File: src/rtl/instr_sequencer.sv
// Multi-cycle instruction sequencer: walks each instruction through
// FETCH/DECODE/EXECUTE/MEM/WRITEBACK and traps on unsupported opcodes.
module instr_sequencer (
    input  logic        clk,
    input  logic        rst_n,
    input  logic [4:0]  opcode,
    input  logic        branch_taken,
    input  logic        imem_ack,
    input  logic        dmem_ack,
    output logic        imem_req,
    output logic        ir_we,
    output logic        store_imm,
    output logic        dmem_req,
    output logic        dmem_we,
    output logic        pc_we,
    output logic [1:0]  pc_src,
    output logic        rf_we,
    output logic [1:0]  wb_sel,
    output logic        illegal_o,
    output logic [2:0]  state_o,
    output logic [31:0] instret_o
);

    typedef enum logic [2:0] {
        S_FETCH     = 3'd0,
        S_DECODE    = 3'd1,
        S_EXECUTE   = 3'd2,
        S_MEM       = 3'd3,
        S_WRITEBACK = 3'd4,
        S_TRAP      = 3'd5
    } state_t;

    localparam logic [4:0] OP_LOAD   = 5'b00000;
    localparam logic [4:0] OP_FENCE  = 5'b00011;
    localparam logic [4:0] OP_IMM    = 5'b00100;
    localparam logic [4:0] OP_AUIPC  = 5'b00101;
    localparam logic [4:0] OP_STORE  = 5'b01000;
    localparam logic [4:0] OP_OP     = 5'b01100;
    localparam logic [4:0] OP_LUI    = 5'b01101;
    localparam logic [4:0] OP_BRANCH = 5'b11000;
    localparam logic [4:0] OP_JALR   = 5'b11001;
    localparam logic [4:0] OP_JAL    = 5'b11011;

    state_t      state;
    logic [31:0] instret_q;

    function automatic logic is_legal(input logic [4:0] op);
        case (op)
            OP_LOAD, OP_FENCE, OP_IMM, OP_AUIPC, OP_STORE,
            OP_OP, OP_LUI, OP_BRANCH, OP_JALR, OP_JAL: is_legal = 1'b1;
            default:                                   is_legal = 1'b0;
        endcase
    endfunction

    // opcode is held stable by the datapath until the instruction finishes,
    // so it is used directly instead of being latched here.
    always_ff @(posedge clk) begin
        if (!rst_n) begin
            state     <= S_FETCH;
            instret_q <= '0;
        end else begin
            if (pc_we) instret_q <= instret_q + 32'd1;
            case (state)
                S_FETCH:     if (imem_ack) state <= S_DECODE;
                S_DECODE:    state <= is_legal(opcode) ? S_EXECUTE : S_TRAP;
                S_EXECUTE: begin
                    case (opcode)
                        OP_LOAD, OP_STORE:   state <= S_MEM;
                        OP_BRANCH, OP_FENCE: state <= S_FETCH;
                        default:             state <= S_WRITEBACK;
                    endcase
                end
                S_MEM:       if (dmem_ack) state <= (opcode == OP_STORE) ? S_FETCH : S_WRITEBACK;
                S_WRITEBACK: state <= S_FETCH;
                S_TRAP:      state <= S_TRAP;
                default:     state <= S_TRAP;
            endcase
        end
    end

    // Strobes decode from the current state (plus acks); all forced low in reset.
    always_comb begin
        imem_req  = 1'b0;
        ir_we     = 1'b0;
        store_imm = 1'b0;
        dmem_req  = 1'b0;
        dmem_we   = 1'b0;
        pc_we     = 1'b0;
        pc_src    = 2'd0;
        rf_we     = 1'b0;
        wb_sel    = 2'd0;
        if (rst_n) begin
            case (state)
                S_FETCH: begin
                    imem_req = 1'b1;
                    ir_we    = imem_ack;
                end
                S_DECODE: store_imm = 1'b1;
                S_EXECUTE: begin
                    if (opcode == OP_BRANCH) begin
                        pc_we  = 1'b1;
                        pc_src = branch_taken ? 2'd1 : 2'd0;
                    end else if (opcode == OP_FENCE) begin
                        pc_we = 1'b1;
                    end
                end
                S_MEM: begin
                    dmem_req = 1'b1;
                    dmem_we  = (opcode == OP_STORE);
                    pc_we    = dmem_ack && (opcode == OP_STORE);
                end
                S_WRITEBACK: begin
                    rf_we = 1'b1;
                    pc_we = 1'b1;
                    case (opcode)
                        OP_LOAD:         wb_sel = 2'd1;
                        OP_JAL, OP_JALR: wb_sel = 2'd2;
                        OP_LUI:          wb_sel = 2'd3;
                        default:         wb_sel = 2'd0;
                    endcase
                    case (opcode)
                        OP_JAL:  pc_src = 2'd1;
                        OP_JALR: pc_src = 2'd2;
                        default: pc_src = 2'd0;
                    endcase
                end
                default: ;
            endcase
        end
    end

    assign illegal_o = (state == S_TRAP);
    assign state_o   = state;
    assign instret_o = instret_q;

endmodule

File: config.mk
export PLATFORM = sky130hd
export DESIGN_NAME = instr_sequencer
export DESIGN_NICKNAME = d
export VERILOG_FILES = /design/src/rtl/instr_sequencer.sv
export SDC_FILE = /design/constraint.sdc
export NUM_CORES = 1
export LEC_CHECK = 0
export ABC_CLOCK_PERIOD_IN_PS = 2540
export BUFFER_PORTS_ARGS = -buffer_cell sky130_fd_sc_hd__buf_2
export CORE_UTILIZATION = 45
export CTS_BUF_LIST = sky130_fd_sc_hd__clkbuf_16
export DETAILED_ROUTE_END_ITERATION = 7
export PLACE_DENSITY_LB_ADDON = 0.08
export SLEW_MARGIN = 20
export SYNTH_ARGS = -nofsm -noshare
export SYNTH_HDL_FRONTEND = slang
export SYNTH_SLANG_ARGS = --single-unit
File: constraint.sdc
create_clock -name clk -period 2.54 [get_ports clk]
set_input_delay 0.508 -clock clk [delete_from_list [all_inputs] [get_ports clk]]
set_output_delay 0.508 -clock clk [all_outputs]
set_load 0.05 [all_outputs]
### After elaboration in Yosys (flattened, before gate mapping)

Memory sizes are Yosys's and may differ from the RTL's.
Cells that the tools add are included.

* output and inout bits: 47
* ROM bits: 32
* input bits: 10
* flip-flop bits (word level): 35
* word-level logic and storage cells: 56
* memories: 1

* add/subtract/negate cells: 1
* mux-type cells: 32
* eq/ne operators: 13
* reduce and logical (&&, ||, !) cells: 7

Memories
* (no name shown): words 32, width 1, read ports 1, clocked after Yosys merged registers in 0, wr ports 0, line 48 `case (op)`

Operator list (count)
* adder 32 x 1 -> 32 bit, second input constant: 1
* two-way mux 1 bit: 19
* == test 5 bit, second input constant: 3
* case mux 3 bit (5 select lines): 1
* two-way mux 3 bit: 4
* == test 5 x 4 -> 1 bit, second input constant: 2
* case mux 2 bit (2 select lines): 2
* == test 3 x 2 -> 1 bit, second input constant: 2
* == test 3 bit, second input constant: 2
* two-way mux 2 bit: 3
* case mux 2 bit (3 select lines): 1
* case mux 3 bit (2 select lines): 1
* OR reduction 2 bit: 3
* == test 5 x 2 -> 1 bit, second input constant: 1
* logical NOT 5 bit: 1
* != test 2 bit, second input constant: 2
* == test 3 x 1 -> 1 bit, second input constant: 1
* logical NOT 3 bit: 1
* case mux 1 bit (3 select lines): 1
* AND reduction 2 bit: 1
* logical AND 1 bit: 1

### Longest topological paths before layout

* depth after elaboration: 5
* mapped depth: 9

### Worst setup path after synthesis

OpenSTA, ideal clock, no wires.

* path kind: reg2out
* start: reg state[2], in the netlist state_o[2]
* end: out wb_sel[0]
* arrival time: 2.487 ns
* slack: -0.455 ns
* cell stages (with the launch flop): 4
* data required time: 2.032 ns
* cells stage by stage: dfxtp_1 -> and4bb_1 -> clkbuf_2 -> nor3b_1

* cells in the longest elaborated chain, start to end: 3

Ends and longest elaborated chain
* start, declared: line 44 `state_t state;`
* start signal, assigned: line 65 `S_DECODE: state <= is_legal(opcode) ? S_EXECUTE : S_TRAP;`
* start signal, assigned: line 73 `S_MEM: if (dmem_ack) state <= (opcode == OP_STORE) ? S_FETCH : S_WRITEBACK;`
* == test 3 bit: line 93 `case (state)`
* two-way mux 2 bit: line 93
* two-way mux 2 bit: line 92 `if (rst_n) begin`
* end, declared: line 18 `output logic [1:0] wb_sel,`

No other way between the ends.

### Final worst setup path

* start: in opcode[1]
* end: out pc_we

* cells in the longest elaborated chain, start to end: 5

Ends and longest elaborated chain
* start, declared: line 6 `input logic [4:0] opcode,`
* == test 5 x 2 -> 1 bit: line 103 `end else if (opcode == OP_FENCE) begin`
* two-way mux 1 bit: line 103
* two-way mux 1 bit: line 100 `if (opcode == OP_BRANCH) begin`
* case mux 1 bit (3 select lines) (*): line 93
* two-way mux 1 bit (*): line 92
* end, declared: line 15 `output logic pc_we,`

Every way passes the cells marked *; elsewhere a longest branch is shown, timed or not.

==> flow_summary.ini <==
[synth]
synth.ff_latch_count = 35
synthesis.area_um2 = 2120
synth_cells = 257
yosysWarnings = 0
syn_area_per_cell_um2 = 8.26
netlist-cell-type-count = 56
syn-num-nets = 272
portion_of_the_post_synthesis_area_used_by_sequential_elements_pct = 33.0
synth_edf_count = 0
synth_async_sr_flop_share_pct = 0
commonest_register_cell_after_synthesis = sky130_fd_sc_hd__dfxtp_1

[cts]
worstSkewPairLatency_ns = 0.27
ctsHtreeMaxLevel = 2
postCtsSetupRepairBufs = 0
clk_pin_slew_worst_paths_ns = 0.05
postCtsResizedCells = 0
clock_sinks = 35
cts_inserted_buffers = 5
cts_max_path_buffers = 2
cts_tree = yes
cts-hold-fix-buffers = 0
cts_root_buffer = sky130_fd_sc_hd__clkbuf_16

[status]
outcome = complete, but fails checks
violations = DRC

[place]
detailedPlace.worstSlack_ns = 0.159
place.gp.congestion = 0.752
post-dp-hpwl_um = 3660
placement.io_buffers = 56

[floorplanning]
die_height_um = 70.7
placement_rows = 24
die_width_um = 70.7
initial_utilization_pct = 47.7
design.portCount = 57
coreArea_um2 = 4440
design.die.area_um2 = 4990

[setup_path]
worst_r2r_endpoint = instret_o[30]
r2r.worst_path.cells = 6
arrival_time_reported_for_the_critical_path_endpoint_ns = 1.83
crit_path_max_fanout = 6
critical_path_source_type = primary input
worst-setup-path-type = primary input to primary output
required_ns = 2.03
critical_path.reg2reg.startpoint = state_o[0]
worst-r2r-setup-slack_ns = 0.38
crit_path_end_kind = primary output

[global_routing]
wire_length_of_the_first_global_routing_pass_um = 8450
total_global_route_track_usage_pct = 20.8
grt_start_max_net_pins = 20
antenna_found_initial = 0
globalRoute.totalOverflow = 0
number_of_global_route_vias_before_repair = 1764

[timing]
report.final.setup_viol = 0
timing.final.hold_violations = 0
max_freq_mhz = 428
setup-tns-final_ns = 0
relSlewSlack_pct = 75.6
final.setup.worst_slack_ns = 0.202
fin_crit_sh_pct = 92.0
fin_max_slew_vios = 0
hold_ws_ns = 0.466
tightestPinTransition_ns = 0.366
period_needed_ns = 2.34
rsz0062_at_grt = false
skew_ns = 0.00463

[final_layout]
mostFrequentLayoutCells = sky130_fd_sc_hd__buf_2 (56), sky130_fd_sc_hd__dfxtp_1 (35), sky130_fd_sc_hd__nand2_1 (33)
drive_above_1_share_pct = 27.8
final-seq-area_um2 = 701
fin_nets = 332
multiInputGateArea_um2 = 1300
area.growth.synth_to_final_pct = 22.3
layout.cells.most_common = sky130_fd_sc_hd__buf_2
nFillCells = 441
antenna_cells_inserted = 0

[detailed_routing]
remaining_drc_errors = 10
total_via_count_in_the_routed_design = 2107
detail_route.vias_per_cell = 5.71
totalWireLength_um = 5020
wl_per_cell_um = 13.6
drt.antenna.violating_nets = 0
drtPass1Iterations = 6
drt-initial-drc-count = 111

[power_and_ir_drop]
vdd_drop_max_uv = 333
power_density_nw_per_um2 = 537
p_leak_nw = 1.14
p_total_w = 0.00139

[min_path]
whs_path_depth = 2
hold_path.startpoint = instret_o[31]
worst_hold_path.endpoint = instret_o[31]
hold_path_class = register to register

[job]
max_cap_viol_count = 0
cell families (layout without fill, tap and decap cells):
kind of cell / count (synthesis) / in the layout / synth area share, %
simple gates: 121 / 121 / 33.8
compound gates: 63 / 63 / 19.4
flops: 35 / 35 / 33.0
buf+inv: 23 / 83 / 6.37
mux: 6 / 6 / 2.83
fa+ha+maj: 5 / 5 / 2.95
xor+xnor: 4 / 4 / 1.65
critical path, stage by stage:
cell and delay [ns]:
sky130_fd_sc_hd__buf_2 0.11, sky130_fd_sc_hd__inv_1 0.07, sky130_fd_sc_hd__ha_1 0.21, sky130_fd_sc_hd__nor3b_4 0.16
sky130_fd_sc_hd__buf_4 0.15, sky130_fd_sc_hd__a41oi_1 0.28, sky130_fd_sc_hd__nand2_1 0.11, sky130_fd_sc_hd__buf_2 0.23
synthesized netlist by cell type (all sizes together) (2+ instances only):
cell type	n	share of area, %
ha	5	2.9
mux2i	6	2.8
dfxtp	35	33
o41ai	2	0.83
xnor2	2	0.83
nor4	5	2.2
or4	6	2.1
clkbuf	5	0.94
buf	8	3.4
o21a	3	1.1
nand2	33	5.8
nand2b	8	2.4
o211ai	5	2.0
and4b	2	0.94
a21oi	19	4.5
nor2	14	2.5
inv	9	1.6
o311ai	3	1.2
o31ai	4	1.4
nand3	12	2.8
and2	2	0.59
and4bb	2	1.2
nand4	8	3.4
and3	2	0.59
nor3b	3	1.6
or3	12	3.5
nor3	5	1.2
o21ai	17	4.2
and4	3	1.3
nor2b	2	0.59
xor2	2	0.83
layer usage:
metal  part of all wire, %  GRT usage (%)
met5                     0              0
met4                  0.68           5.33
met3                   3.6           4.56
met2                    45           32.6
met1                    50           29.3
layout make-up:
cell class                 count  share of cell area [%]
multi-input combinational    199                    50.1
clock buffer                   5                    4.82
tap                           52                    2.51
clock inverter                 2                   0.337
sequential                    35                    27.0
timing repair buffer          67                    14.0
inverter                       9                    1.30
stage by stage:
stage	instance area, um2	instances	utilization [%]
after global routing	2600	369	58.4
final	2600	369	58.4
after floorplan	2140	257	-
after CTS	2600	369	58.4
after global placement	2460	362	55.4
after detailed placement	2460	362	55.4
state kept, by name, indices dropped and copies added (netlist names):
register   count
instret_o     32
state_o        3
worst max-delay path by stage:
stage	start	to	slack, ns	cells past startpoint
finish	opcode[1]	pc_we	0.20	8
global route	opcode[1]	pc_we	0.03	8
CTS	opcode[1]	pc_we	0.19	8
detailed placement	opcode[1]	instret_o[30]	0.16	9
global placement	opcode[0]	instret_o[30]	0.19	9
floorplan	state_o[2]	wb_sel[1]	0.02	4
report_power, final:
group | internal [W] | total, W | switching [W]
combinational | 0.0000726 | 0.000240 | 0.000168
clock | 0.000352 | 0.000569 | 0.000217
sequential | 0.000560 | 0.000586 | 0.0000253
No activity file was read; power rests on OpenSTA's default activity.
